File: src/rtl/channel_norm_scheduler.sv
// channel_norm_scheduler: sequences the block stream into the per-channel statistics
// accumulator and hands each completed channel to the finalize unit.
// Ports:
//   clk, rst              clock, synchronous active-high reset
//   in_valid / in_ready   upstream block handshake
//   acc_valid / acc_ready accumulator handshake (combinational pass-through in ACCUM)
//   acc_first / acc_last  current block is spatial index 0 / last of its channel
//   channel               channel of the current block or finalize request
//   fin_valid / fin_ready finalize request handshake
//   fin_done              finalize completion pulse
//   frame_done            one-cycle pulse after the last channel of a frame is finalized
//   busy                  scheduler is anywhere but the idle start-of-frame point
module channel_norm_scheduler #(
    parameter int NUM_CHANNELS = 2,
    parameter int NUM_SPATIAL_BLOCKS = 4,
    localparam int C_STATE_WIDTH = (NUM_CHANNELS == 1) ? 1 : $clog2(NUM_CHANNELS),
    localparam int S_STATE_WIDTH = (NUM_SPATIAL_BLOCKS == 1) ? 1 : $clog2(NUM_SPATIAL_BLOCKS)
) (
    input  logic                     clk,
    input  logic                     rst,
    input  logic                     in_valid,
    output logic                     in_ready,
    output logic                     acc_valid,
    input  logic                     acc_ready,
    output logic                     acc_first,
    output logic                     acc_last,
    output logic [C_STATE_WIDTH-1:0] channel,
    output logic                     fin_valid,
    input  logic                     fin_ready,
    input  logic                     fin_done,
    output logic                     frame_done,
    output logic                     busy
);
    typedef enum logic [1:0] {ACCUM, FIN_REQ, FIN_WAIT} state_e;
    localparam logic [C_STATE_WIDTH-1:0] C_LAST = C_STATE_WIDTH'(NUM_CHANNELS - 1);
    localparam logic [S_STATE_WIDTH-1:0] S_LAST = S_STATE_WIDTH'(NUM_SPATIAL_BLOCKS - 1);
    state_e                   state_q, state_d;
    logic [C_STATE_WIDTH-1:0] ch_q, ch_d;
    logic [S_STATE_WIDTH-1:0] sp_q, sp_d;
    logic                     frame_done_q, frame_done_d;
    logic                     xfer, complete, sp_last, ch_last;
    assign sp_last   = sp_q == S_LAST;
    assign ch_last   = ch_q == C_LAST;
    assign xfer      = state_q == ACCUM && in_valid && acc_ready;
    // A request accepted together with its done pulse completes without visiting FIN_WAIT.
    assign complete  = fin_done && ((state_q == FIN_REQ && fin_ready) || state_q == FIN_WAIT);
    assign acc_valid = state_q == ACCUM && in_valid;
    assign in_ready  = state_q == ACCUM && acc_ready;
    assign fin_valid = state_q == FIN_REQ;
    assign acc_first = sp_q == '0;
    assign acc_last  = sp_last;
    assign channel   = ch_q;
    assign frame_done = frame_done_q;
    assign busy      = state_q != ACCUM || sp_q != '0 || ch_q != '0;
    always_comb begin
        state_d      = state_q;
        ch_d         = ch_q;
        sp_d         = sp_q;
        frame_done_d = 1'b0;
        if (xfer) begin
            sp_d    = sp_last ? '0 : sp_q + S_STATE_WIDTH'(1);
            state_d = sp_last ? FIN_REQ : ACCUM;
        end
        if (state_q == FIN_REQ && fin_ready && !fin_done) state_d = FIN_WAIT;
        if (complete) begin
            ch_d         = ch_last ? '0 : ch_q + C_STATE_WIDTH'(1);
            frame_done_d = ch_last;
            state_d      = ACCUM;
        end
    end
    always_ff @(posedge clk) begin
        if (rst) begin
            state_q      <= ACCUM;
            ch_q         <= '0;
            sp_q         <= '0;
            frame_done_q <= 1'b0;
        end else begin
            state_q      <= state_d;
            ch_q         <= ch_d;
            sp_q         <= sp_d;
            frame_done_q <= frame_done_d;
        end
    end
endmodule

File: config.mk
export PLATFORM = sky130hd
export DESIGN_NAME = channel_norm_scheduler
export DESIGN_NICKNAME = d
export VERILOG_FILES = /design/src/rtl/channel_norm_scheduler.sv
export SDC_FILE = /design/constraint.sdc
export NUM_CORES = 1
export LEC_CHECK = 0
export CELL_PAD_IN_SITES_DETAIL_PLACEMENT = 1
export CELL_PAD_IN_SITES_GLOBAL_PLACEMENT = 2
export CORE_UTILIZATION = 22
export DETAILED_ROUTE_END_ITERATION = 12
export GPL_TIMING_DRIVEN = 0
export HOLD_SLACK_MARGIN = 0.05
export PLACE_DENSITY_LB_ADDON = 0.1
export SYNTH_ARGS = -nofsm -noshare
export SYNTH_HDL_FRONTEND = slang
export SYNTH_SLANG_ARGS = --single-unit
File: constraint.sdc
create_clock -name clk -period 3.3 [get_ports clk]
set_clock_uncertainty 0.05 [all_clocks]
set_input_delay 0.66 -clock clk [delete_from_list [all_inputs] [get_ports clk]]
set_output_delay 0.66 -clock clk [all_outputs]
set_load 0.02 [all_outputs]
; Word-level counts from Yosys, hierarchy flattened
; Index checks and enable logic that the tools add are counted.
[totals]
regBits = 6
inputBits = 6
output_inout_bits = 8
word_cells = 34
[op_classes]
addsub = 2
eq_ne = 3
n_mux = 5
n_bitwise = 1
reduce_logical = 18
[op_table]
columns = cell, count
row1 = 1-bit logical AND, 6
row2 = 2-bit 2-to-1 mux, 3
row3 = 2-bit nonzero test, 3
row4 = 2-bit == test (second input constant), 2
row5 = 2-bit logical NOT, 2
row6 = 2-bit OR reduction, 2
row7 = 1-bit logical OR, 3
row8 = 3-bit OR reduction, 1
row9 = 2-bit by 1-bit adder with 2-bit output (second input constant), 1
row10 = 2-bit by 1-bit == test with 1-bit output (second input constant), 1
row11 = 1-bit 2-to-1 mux, 2
row12 = 1-bit adder (second input constant), 1
row13 = 1-bit logical NOT, 1
row14 = 1-bit inverter, 1

; Depth between registers and ports, before layout
; Gate-level depths: netlist of run 1.
[logic_depth]
word_depth = 6
mapped_depth = 4
mapped_depth_nobuf = 4

; Least setup slack after synthesis of run 1
; OpenSTA, ideal clock, no wires.
[synth_path]
kind = reg2out
startpoint = register sp_q[0]
endpoint = output port busy
arrival_ns = 0.886
t_required_ns = 2.590
path_slack_ns = 1.704
path_stages_with_launch = 4
path_buffers = 0
cell_sequence = dfxtp_1 -> inv_1 -> ha_1 -> nand3b_1
[synth_via]
elab_chain_cells = 3
[synth_lines]
columns = element, line
row1 = "start, declared", 39  ; logic [S_STATE_WIDTH-1:0] sp_q, sp_d;
row2 = "start signal, assigned", 80  ; sp_q <= sp_d;
row3 = 2-bit nonzero test, 54  ; assign busy = state_q != ACCUM || sp_q != '0 || ch_q != '0;
row4 = 1-bit logical OR (2 in series), 54
row5 = "end, declared", 32  ; output logic busy
; No other way between the ends.

; Worst setup path after layout of run 1
[layout_path]
startpoint = input port in_valid
endpoint = output port acc_valid
[layout_via]
elab_chain_cells = 1
[layout_lines]
columns = element, line
row1 = "start, declared", 21  ; input logic in_valid,
row2 = 1-bit logical AND, 47  ; assign acc_valid = state_q == ACCUM && in_valid;
row3 = "end, declared", 23  ; output logic acc_valid,
; No other way between the ends.

==> qor.txt, run 1 <==
Die Wd = 40.16 um
Largest net degree at the start of global routing = 8
Routed WL per cell = 11.65 um
I/O pin cnt = 14
Final WL = 769 um
Gr usage total = 0.1198
Post-cts resize count = 0
Maximum vdd drop = 171.1 uV
CTS tree = done
Synth Cell Area = 320.3 um^2
Arrival @ worst endpoint = 1.85 ns
Syn nets = 43
Post-synth top area share = 0.3750
Gpl congestion = 0.6105
Setup violators final = 0
DR vias/cell = 4.591
FP Rows = 13
CP startpoint kind = input port
DIE AREA = 1612 um^2
Port Buffers = 13
Worst-path cell chain = clkdlybuf4s50_1 > and2_1 > clkdlybuf4s50_1
Pins Over Slew Limit = 0
Drt initial violations = 5
Crit path kind = in -> out
Worst skew pair latency = 0.24 ns
Share of layout cells above drive strength 1 = 0.1373
Root Driver = clkbuf_4
Initial Utilization = 0.2401
Layout area overhead = 53.52%
Worst hold slack = 0.4795 ns
CORE AREA = 1334 um^2
Hold_buf cts = 0
Worst Hold Class = reg -> reg
Final core utilization = 0.3687
Post-DP HPWL = 620.6 um
Clock period minus worst slack = 2.563 ns
Clk buf depth = 2
Initial antenna violation count = 0
Drt drc = 0
Crit-path max cell delay = 0.60 ns
Most area-consuming cells after synthesis = dfxtp_1, ha_1, and2_1
Synth area leader = dfxtp_1
RSZ-0062 raised after global routing = false
Fmax = 390.2 MHz
Pwr/cell area = 350.6 nW/um^2
CP required = 2.59 ns
Async set or reset register ratio after synthesis = 0
Yosys warnings = 0
#FFs+latches synth = 6
First-pass GRT wire length = 1228 um
Die Span Y = 40.16 um
Crit path max fanout = 2
Slew @ Worst Pin = 0.2567 ns
Number of diodes = 0
Slowest CP cell = clkdlybuf4s50_1
Most used cell along the critical path = clkdlybuf4s50_1
Synth Flop Type = dfxtp_1
Synth unique cells = 20
Post-Syn Instances = 35
CTS HTree Levels = 1
Final #Nets = 61
Vias in the first global route = 289
Leakage = 0.1896 nW
Filler Cells Inserted = 162
Setup repair bufs after CTS = 0
Fin crit share = 0.7766
Inserted Clock Buffers = 3
Remaining global-route overflow = 0
Post-synth EDFFs = 0
Worst relative slew slack = 0.8283
Total negative slack = 0 ns
Vias = 303
CP endpoint kind = output pin
TritonCTS Sinks = 6
Routed Antenna Nets = 0
Post-synthesis sequential area ratio = 0.3750
DR pass1 iterations = 2
Most common cell in the netlist = dfxtp_1
Outcome = completed
Synth Area per Inst = 9.152 um^2
Top cells by instance count after synthesis = dfxtp_1, nor2_1, and2_1
Clock transition at path regs = 0.05 ns
Max-Cap Viols = 0
Hold Violations, Final = 0
-- kinds of logic (layout without fill, tap and decap cells) --
logic type,Yosys count,count (layout),share of synthesized area
flip-flops,6,6,0.3750
buffers and inverters,2,18,0.02345
multiplexers,2,2,0.07811
AND/OR/NAND/NOR,18,18,0.3398
adder cells (fa/ha/maj),2,2,0.07811
AO/OA/AOI/OAI,5,5,0.1055
-- placed cells by master, fill, tap and decap left out, drive strengths merged --
cell type / netlist / routed
clkdlybuf4s50: 0 / 13
dfxtp: 6 / 6
nor2: 4 / 4
and2: 3 / 3
clkbuf: 0 / 3
inv: 2 / 2
nand3b: 2 / 2
nand2: 2 / 2
nor2b: 2 / 2
ha: 2 / 2
o21ai: 2 / 2
and2b: 1 / 1
and4bb: 1 / 1
nor3: 1 / 1
o31ai: 1 / 1
or2b: 1 / 1
a21oi: 1 / 1
nand2b: 1 / 1
mux2: 1 / 1
mux2i: 1 / 1
a22oi: 1 / 1
-- per-stage QoR --
step	total power, mW	cells	setup WS [ns]	cell area, um^2
6_report	0.1724	66	0.7371	491.7
5_1_grt	0.1850	66	0.6781	491.7
4_1_cts	0.1746	66	0.7277	491.7
3_5_place_dp	0.1079	63	0.7332	469.2
3_3_place_gp	0.1064	63	0.7555	469.2
2_1_floorplan	0.09063	35	1.704	320.3
-- flip-flops by register name, indices dropped and copies added (netlist names) --
signal and count:
frame_done 1, state_q 2, sp_q 2, channel 1
-- cell type report --
cell class / count / area, um^2 / share of cell area
inverters: 2 / 7.507 / 0.01527
clock buffers: 3 / 22.52 / 0.04580
repair buffers: 13 / 130.1 / 0.2646
well taps: 15 / 18.77 / 0.03817
multi-input cells: 27 / 192.7 / 0.3919
flip-flops and latches: 6 / 120.1 / 0.2443
-- per-layer routing --
| metal | wire [um] | track usage |
|---|---|---|
| met4 | 0 | 0.02586 |
| met1 | 339 | 0.1367 |
| met5 | 0 | 0 |
| met3 | 62 | 0.05556 |
| met2 | 367 | 0.2016 |
-- report_power, final --
group / switching (mW) / leakage, nW / internal (mW)
combinational: 0.0144 / 0.127 / 0.0164
sequential: 0.00118 / 0.0486 / 0.0742
clock: 0.0251 / 0.0138 / 0.0411
-- critical path: cells and delay by family --
kind / cells / cell delay [ns]
buffers and inverters: 2 / 1.07
and+or+nand+nor: 1 / 0.12
-- path summary, 6_finish.rpt --
path,start,end,slack [ns],depth (start not counted)
setup / recovery,in_valid,acc_valid,0.74,3
setup reg to reg,state_q[1],channel,2.10,3
hold reg to reg,sp_q[0],sp_q[0],0.48,2
hold / removal,sp_q[0],sp_q[0],0.48,2
(Power assumes the default switching activity.)
==> inputs of run 2 (changes only) <==
--- a/config.mk
+++ b/config.mk
@@ -7,7 +7,7 @@
 export LEC_CHECK = 0
 export CELL_PAD_IN_SITES_DETAIL_PLACEMENT = 1
 export CELL_PAD_IN_SITES_GLOBAL_PLACEMENT = 2
-export CORE_UTILIZATION = 22
+export CORE_UTILIZATION = 19
 export DETAILED_ROUTE_END_ITERATION = 12
 export GPL_TIMING_DRIVEN = 0
 export HOLD_SLACK_MARGIN = 0.05
==> constraint.sdc (replaced) <==
create_clock -name clk -period 2.2 [get_ports clk]
set_clock_uncertainty 0.05 [all_clocks]
set_input_delay 0.44 -clock clk [delete_from_list [all_inputs] [get_ports clk]]
set_output_delay 0.44 -clock clk [all_outputs]
set_load 0.02 [all_outputs]
==> run 2 against run 1 <==
Register-to-register slack lost 1.1 ns. Utilization is 4.9 points lower. Sequential power rose by 50%. Combinational power increased by 51%. Wire length grew 7.5%. Clock-buffer cell count unchanged. Global-route usage down 1.1 points. Clock power is 60% higher. Die area grew 15%. First-iteration DRC count is 80% lower. Cell count up 1.5%. Critical path type unchanged. Largest power group unchanged.
==> qor.txt, run 2 (synthesis gave the netlist of run 1 again) <==
Outcome = completed
Remaining global-route overflow = 0 (unchanged)
Arrival @ worst endpoint = 1.67 ns (-0.18 ns)
Initial antenna violation count = 0 (unchanged)
Pre-CTS setup slack = 0.05258 ns (-0.6806 ns)
CP required = 1.71 ns (-0.88 ns)
Setup repair bufs after CTS = 0 (unchanged)
Worst Hold Class = reg -> reg
Max-Cap Viols = 0 (unchanged)
Final WL = 827 um (+7.5%)
Inserted Clock Buffers = 3 (unchanged)
Maximum vdd drop = 229.5 uV (+34%)
CTS tree = done
Root Driver = clkbuf_4
Setup violators final = 0 (unchanged)
Total design power = 266.0 uW (+54%)
Drt drc = 0 (unchanged)
Routed WL per cell = 12.34 um (+5.9%)
Vias = 297 (-2.0%)
Clock transition at path regs = 0.05 ns (about the same)
Worst relative slew slack = 0.8351 (+0.006831)
Most frequent cells in the layout = clkdlybuf4s50_1, dfxtp_1, nor2_1
Sw frac = 0.2560 (+0.01948)
Hold_buf cts = 0 (unchanged)
Die Wd = 43.06 um (+7.2%)
Post-DP HPWL = 658.6 um (+6.1%)
Fin crit share = 0.9806
Largest net degree at the start of global routing = 8 (unchanged)
CP endpoint kind = output pin
Design area = 493.0 um^2 (+0.25%)
Vias in the first global route = 291 (+0.69%)
Drt initial violations = 1 (-4)
Gr usage total = 0.1087 (-0.01112)
Crit path max fanout = 2 (unchanged)
Register share of total power = 0.425 (-0.012)
Leakage = 0.1896 nW (unchanged)
Placed instance area = 470.5 um^2 (+0.27%)
FP Rows = 14 (+1)
DIE AREA = 1854 um^2 (+15%)
Share of layout cells above drive strength 1 = 0.1373 (unchanged)
First-pass GRT wire length = 1359 um (+11%)
Initial Utilization = 0.2078 (-0.03236)
Clock period minus worst slack = 2.157 ns
Port Buffers = 13 (unchanged)
DR pass1 iterations = 2 (unchanged)
Crit path kind = in -> out
Slew @ Worst Pin = 0.2465 ns (-0.01021 ns)
Routed Antenna Nets = 0 (unchanged)
Clock power frac = 0.400 (+0.016)
Pins Over Slew Limit = 0 (unchanged)
Pwr/cell area = 539.6 nW/um^2 (+54%)
Comb power frac = 0.175 (-0.004)
DR vias/cell = 4.433 (-3.4%)
Die Span Y = 43.06 um (+7.2%)
I/O pin cnt = 14 (unchanged)
Final #Nets = 61 (unchanged)
Internal = 197.9 uW (+50%)
Clk buf depth = 2 (unchanged)
Worst Slack Setup Final = 0.04264 ns (-0.6945 ns)
Number of diodes = 0 (unchanged)
Layout area overhead = 53.91%
Worst skew pair latency = 0.25 ns (about the same)
CORE AREA = 1541 um^2 (+16%)
Fmax = 463.5 MHz
Total negative slack = 0 ns (unchanged)
CP startpoint kind = input port
Hold Violations, Final = 0 (unchanged)
Psw = 68.08 uW (+67%)
Register-to-Register Setup Slack = 0.96 ns (-1.14 ns)
RSZ-0062 raised after global routing = false
TritonCTS Sinks = 6 (unchanged)
Commonest non-fill, non-tap cell in the layout = clkdlybuf4s50_1
Post-cts resize count = 0 (unchanged)
Gpl congestion = 0.6322 (+3.6%)
CTS HTree Levels = 1 (unchanged)
Regs by FF count = sp_q: 2 flops, state_q: 2 flops
run 2: cell counts in the layout (fill, tap and decap cells not counted):
No cell type changed its count.
run 2: metrics by stage:
stage	hold WS (ns)	std cells	utilization
finish	0.4788	67	0.3198
CTS	0.4894	67	0.3198
global route	0.5247	67	0.3198
floorplan	0.4313	35	-
global placement	0.4516	64	0.3052
detailed placement	0.4779	64	0.3052
run 2: final timing paths:
| check | from | to | cells past startpoint |
|---|---|---|---|
| setup reg to reg | state_q[1] | channel | 3 |
| setup / recovery | in_valid | acc_valid | 3 |
| hold / removal | sp_q[1] | sp_q[1] | 2 |
| hold reg to reg | sp_q[1] | sp_q[1] | 2 |
run 2: routing by layer:
layer / share of wire / track usage / up-vias
met1: 0.41 / 0.1051 / 135
met2: 0.52 / 0.1727 / 8
met3: 0.041 / 0.05106 / 4
met5: 0 / 0 / -
met4: 0.030 / 0.09091 / 0
li1: - / - / 150
run 2: power by group through the flow:
stage	Clock (mW)	Sequential [mW]	Combinational [mW]
finish	0.106	0.113	0.0465
global placement	0	0.115	0.0450
CTS	0.112	0.113	0.0471
floorplan	0	0.115	0.0213
detailed placement	0	0.115	0.0469
global route	0.121	0.113	0.0503
run 2: worst max-delay path, cell delays in order:
cell and delay [ns]:
clkdlybuf4s50_1 0.47, and2_1 0.14, clkdlybuf4s50_1 0.62
run 2: final cells by class:
class                   count  area, um^2
well taps                  16       20.02
repair buffers             13       130.1
multi-input cells          27       192.7
inverters                   2       7.507
clock buffers               3       22.52
flip-flops and latches      6       120.1
fillers                   191        1049
==> inputs of run 3 (changes only) <==
--- a/config.mk
+++ b/config.mk
@@ -12,6 +12,7 @@
 export GPL_TIMING_DRIVEN = 0
 export HOLD_SLACK_MARGIN = 0.05
 export PLACE_DENSITY_LB_ADDON = 0.1
+export SETUP_SLACK_MARGIN = 0.3
 export SYNTH_ARGS = -nofsm -noshare
 export SYNTH_HDL_FRONTEND = slang
 export SYNTH_SLANG_ARGS = --single-unit
==> run 3 against run 2 <==
Power down 1.5%. Die area did not move. Worst hold slack barely moved. Clock power barely moved. Register-to-register slack is essentially flat. Wire length fell by 0.24%. Critical path depth unchanged. Maximum frequency grew 16%. First-iteration DRC count is the same. Clock-buffer cell count unchanged. Flip-flop and latch count unchanged. Critical path type unchanged.
==> qor.txt, run 3 (synthesis gave the netlist of run 1 again) <==
Outcome = completed
Die Span Y = 43.06 um (unchanged)
Worst-path cell chain = clkdlybuf4s50_1 > and2_1 > clkdlybuf4s15_1
Setup repair bufs after CTS = 0 (unchanged)
Max-Cap Viols = 0 (unchanged)
Total negative slack = 0 ns (unchanged)
Die Wd = 43.06 um (unchanged)
Gr usage total = 0.1087 (unchanged)
Routed WL per cell = 12.31 um (-0.24%)
CP startpoint kind = input port
Crit-path max cell delay = 0.47 ns (-0.15 ns)
Share of layout cells above drive strength 1 = 0.1373 (unchanged)
Fmax = 538.7 MHz (+16%)
CTS HTree Levels = 1 (unchanged)
CP bufs+invs = 2 (unchanged)
Clock transition at path regs = 0.05 ns (about the same)
Gpl congestion = 0.6322 (unchanged)
Regs by FF count = sp_q: 2 flops, state_q: 2 flops
Remaining global-route overflow = 0 (unchanged)
Clock period minus worst slack = 1.856 ns (-0.3012 ns)
Vias = 297 (unchanged)
FP Rows = 14 (unchanged)
Slowest CP cell = clkdlybuf4s50_1
Drt initial violations = 1 (unchanged)
Commonest non-fill, non-tap cell in the layout = clkdlybuf4s50_1
CP endpoint kind = output pin
Post-DP HPWL = 658.6 um (unchanged)
Worst relative slew slack = 0.8352 (about the same)
Slew @ Worst Pin = 0.2465 ns (-0.00004900 ns)
Number of diodes = 0 (unchanged)
Vias in the first global route = 291 (unchanged)
Pwr/cell area = 537.1 nW/um^2 (-0.46%)
Most frequent cells in the layout = clkdlybuf4s50_1, dfxtp_1, nor2_1, dlygate4sd2_1
Hold Violations, Final = 0 (unchanged)
First-pass GRT wire length = 1359 um (unchanged)
CTS tree = done
CORE AREA = 1541 um^2 (unchanged)
Clk buf depth = 2 (unchanged)
Layout area overhead = 52.34%
I/O pin cnt = 14 (unchanged)
Final #Nets = 61 (unchanged)
DR vias/cell = 4.433 (unchanged)
Port Buffers = 13 (unchanged)
Maximum vdd drop = 242.0 uV (+5.4%)
Worst hold slack = 0.4788 ns (-0.000004000 ns)
Root Driver = clkbuf_4
Worst Hold Class = reg -> reg
Drt drc = 0 (unchanged)
Setup violators final = 0 (unchanged)
Crit path kind = in -> out
Inserted Clock Buffers = 3 (unchanged)
Routed Antenna Nets = 0 (unchanged)
Largest net degree at the start of global routing = 8 (unchanged)
Worst skew pair latency = 0.25 ns (about the same)
Leakage = 0.2015 nW (+6.3%)
Largest delay contributor family on the critical path = buffers and inverters
CP required = 1.71 ns (about the same)
Arrival @ worst endpoint = 1.37 ns (-0.30 ns)
Final WL = 825 um (-0.24%)
DR pass1 iterations = 2 (unchanged)
DIE AREA = 1854 um^2 (unchanged)
Initial Utilization = 0.2078 (unchanged)
Crit path max fanout = 2 (unchanged)
Pins Over Slew Limit = 0 (unchanged)
Initial antenna violation count = 0 (unchanged)
RSZ-0062 raised after global routing = false
TritonCTS Sinks = 6 (unchanged)
Fin crit share = 0.8437 (-0.1369)
==> run 3: changes by cell type in the layout (fill, tap and decap cells not counted) <==
cell             previous run  this run
dlygate4sd2_1               0         4
clkdlybuf4s15_1             0         2
clkdlybuf4s50_1            13         7
==> run 3: final cells by class <==
type	instances	area, um^2
repair buffers	13	125.1
flip-flops and latches	6	120.1
inverters	2	7.507
clock buffers	3	22.52
well taps	16	20.02
multi-input cells	27	192.7
fillers	190	1054
==> run 3: worst paths after layout <==
path	from	end	slack [ns]	cells past startpoint
hold reg to reg	sp_q[1]	sp_q[1]	0.48	2
hold / removal	sp_q[1]	sp_q[1]	0.48	2
setup reg to reg	state_q[1]	channel	0.96	3
setup / recovery	in_valid	acc_valid	0.34	3
==> run 3: what timing repair did <==
| action | CTS | global route |
|---|---|---|
| resized for setup | 6 | 2 |
| hold buffers | 0 | 0 |
| setup endpoints to repair | 6 | 2 |
==> run 3: worst register-to-register path, cell delays in order, from the launching register on <==
cell and delay [ns]:
dfxtp_1 0.35, nand2b_1 0.21, o21ai_2 0.20, mux2_4 0.31
==> run 3: metal layers <==
layer	vias to the layer above	track usage	routed length [um]
li1	150	-	-
met1	135	0.1051	338
met2	8	0.1727	426
met3	4	0.05106	34
met4	0	0.09091	25
met5	-	0	0
==> run 3: where the power goes <==
part           leakage, nW  switching, mW  internal (mW)  total, mW
Sequential          0.0486        0.00189          0.111      0.113
Combinational        0.139         0.0217         0.0209     0.0426
Clock               0.0138         0.0444         0.0620      0.106
Total                0.202         0.0679          0.194      0.262
==> run 3: through the flow <==
stage	setup slack (ns)	instances	instance area [um^2]	total power, mW	util
2_1_floorplan	0.8238	35	320.3	0.1359	-
3_3_place_gp	0.09959	64	470.5	0.1598	0.3052
3_5_place_dp	0.05258	64	470.5	0.1622	0.3052
4_1_cts	0.3167	67	485.5	0.2680	0.3149
5_1_grt	0.3058	67	488.0	0.2810	0.3166
6_report	0.3438	67	488.0	0.2621	0.3166
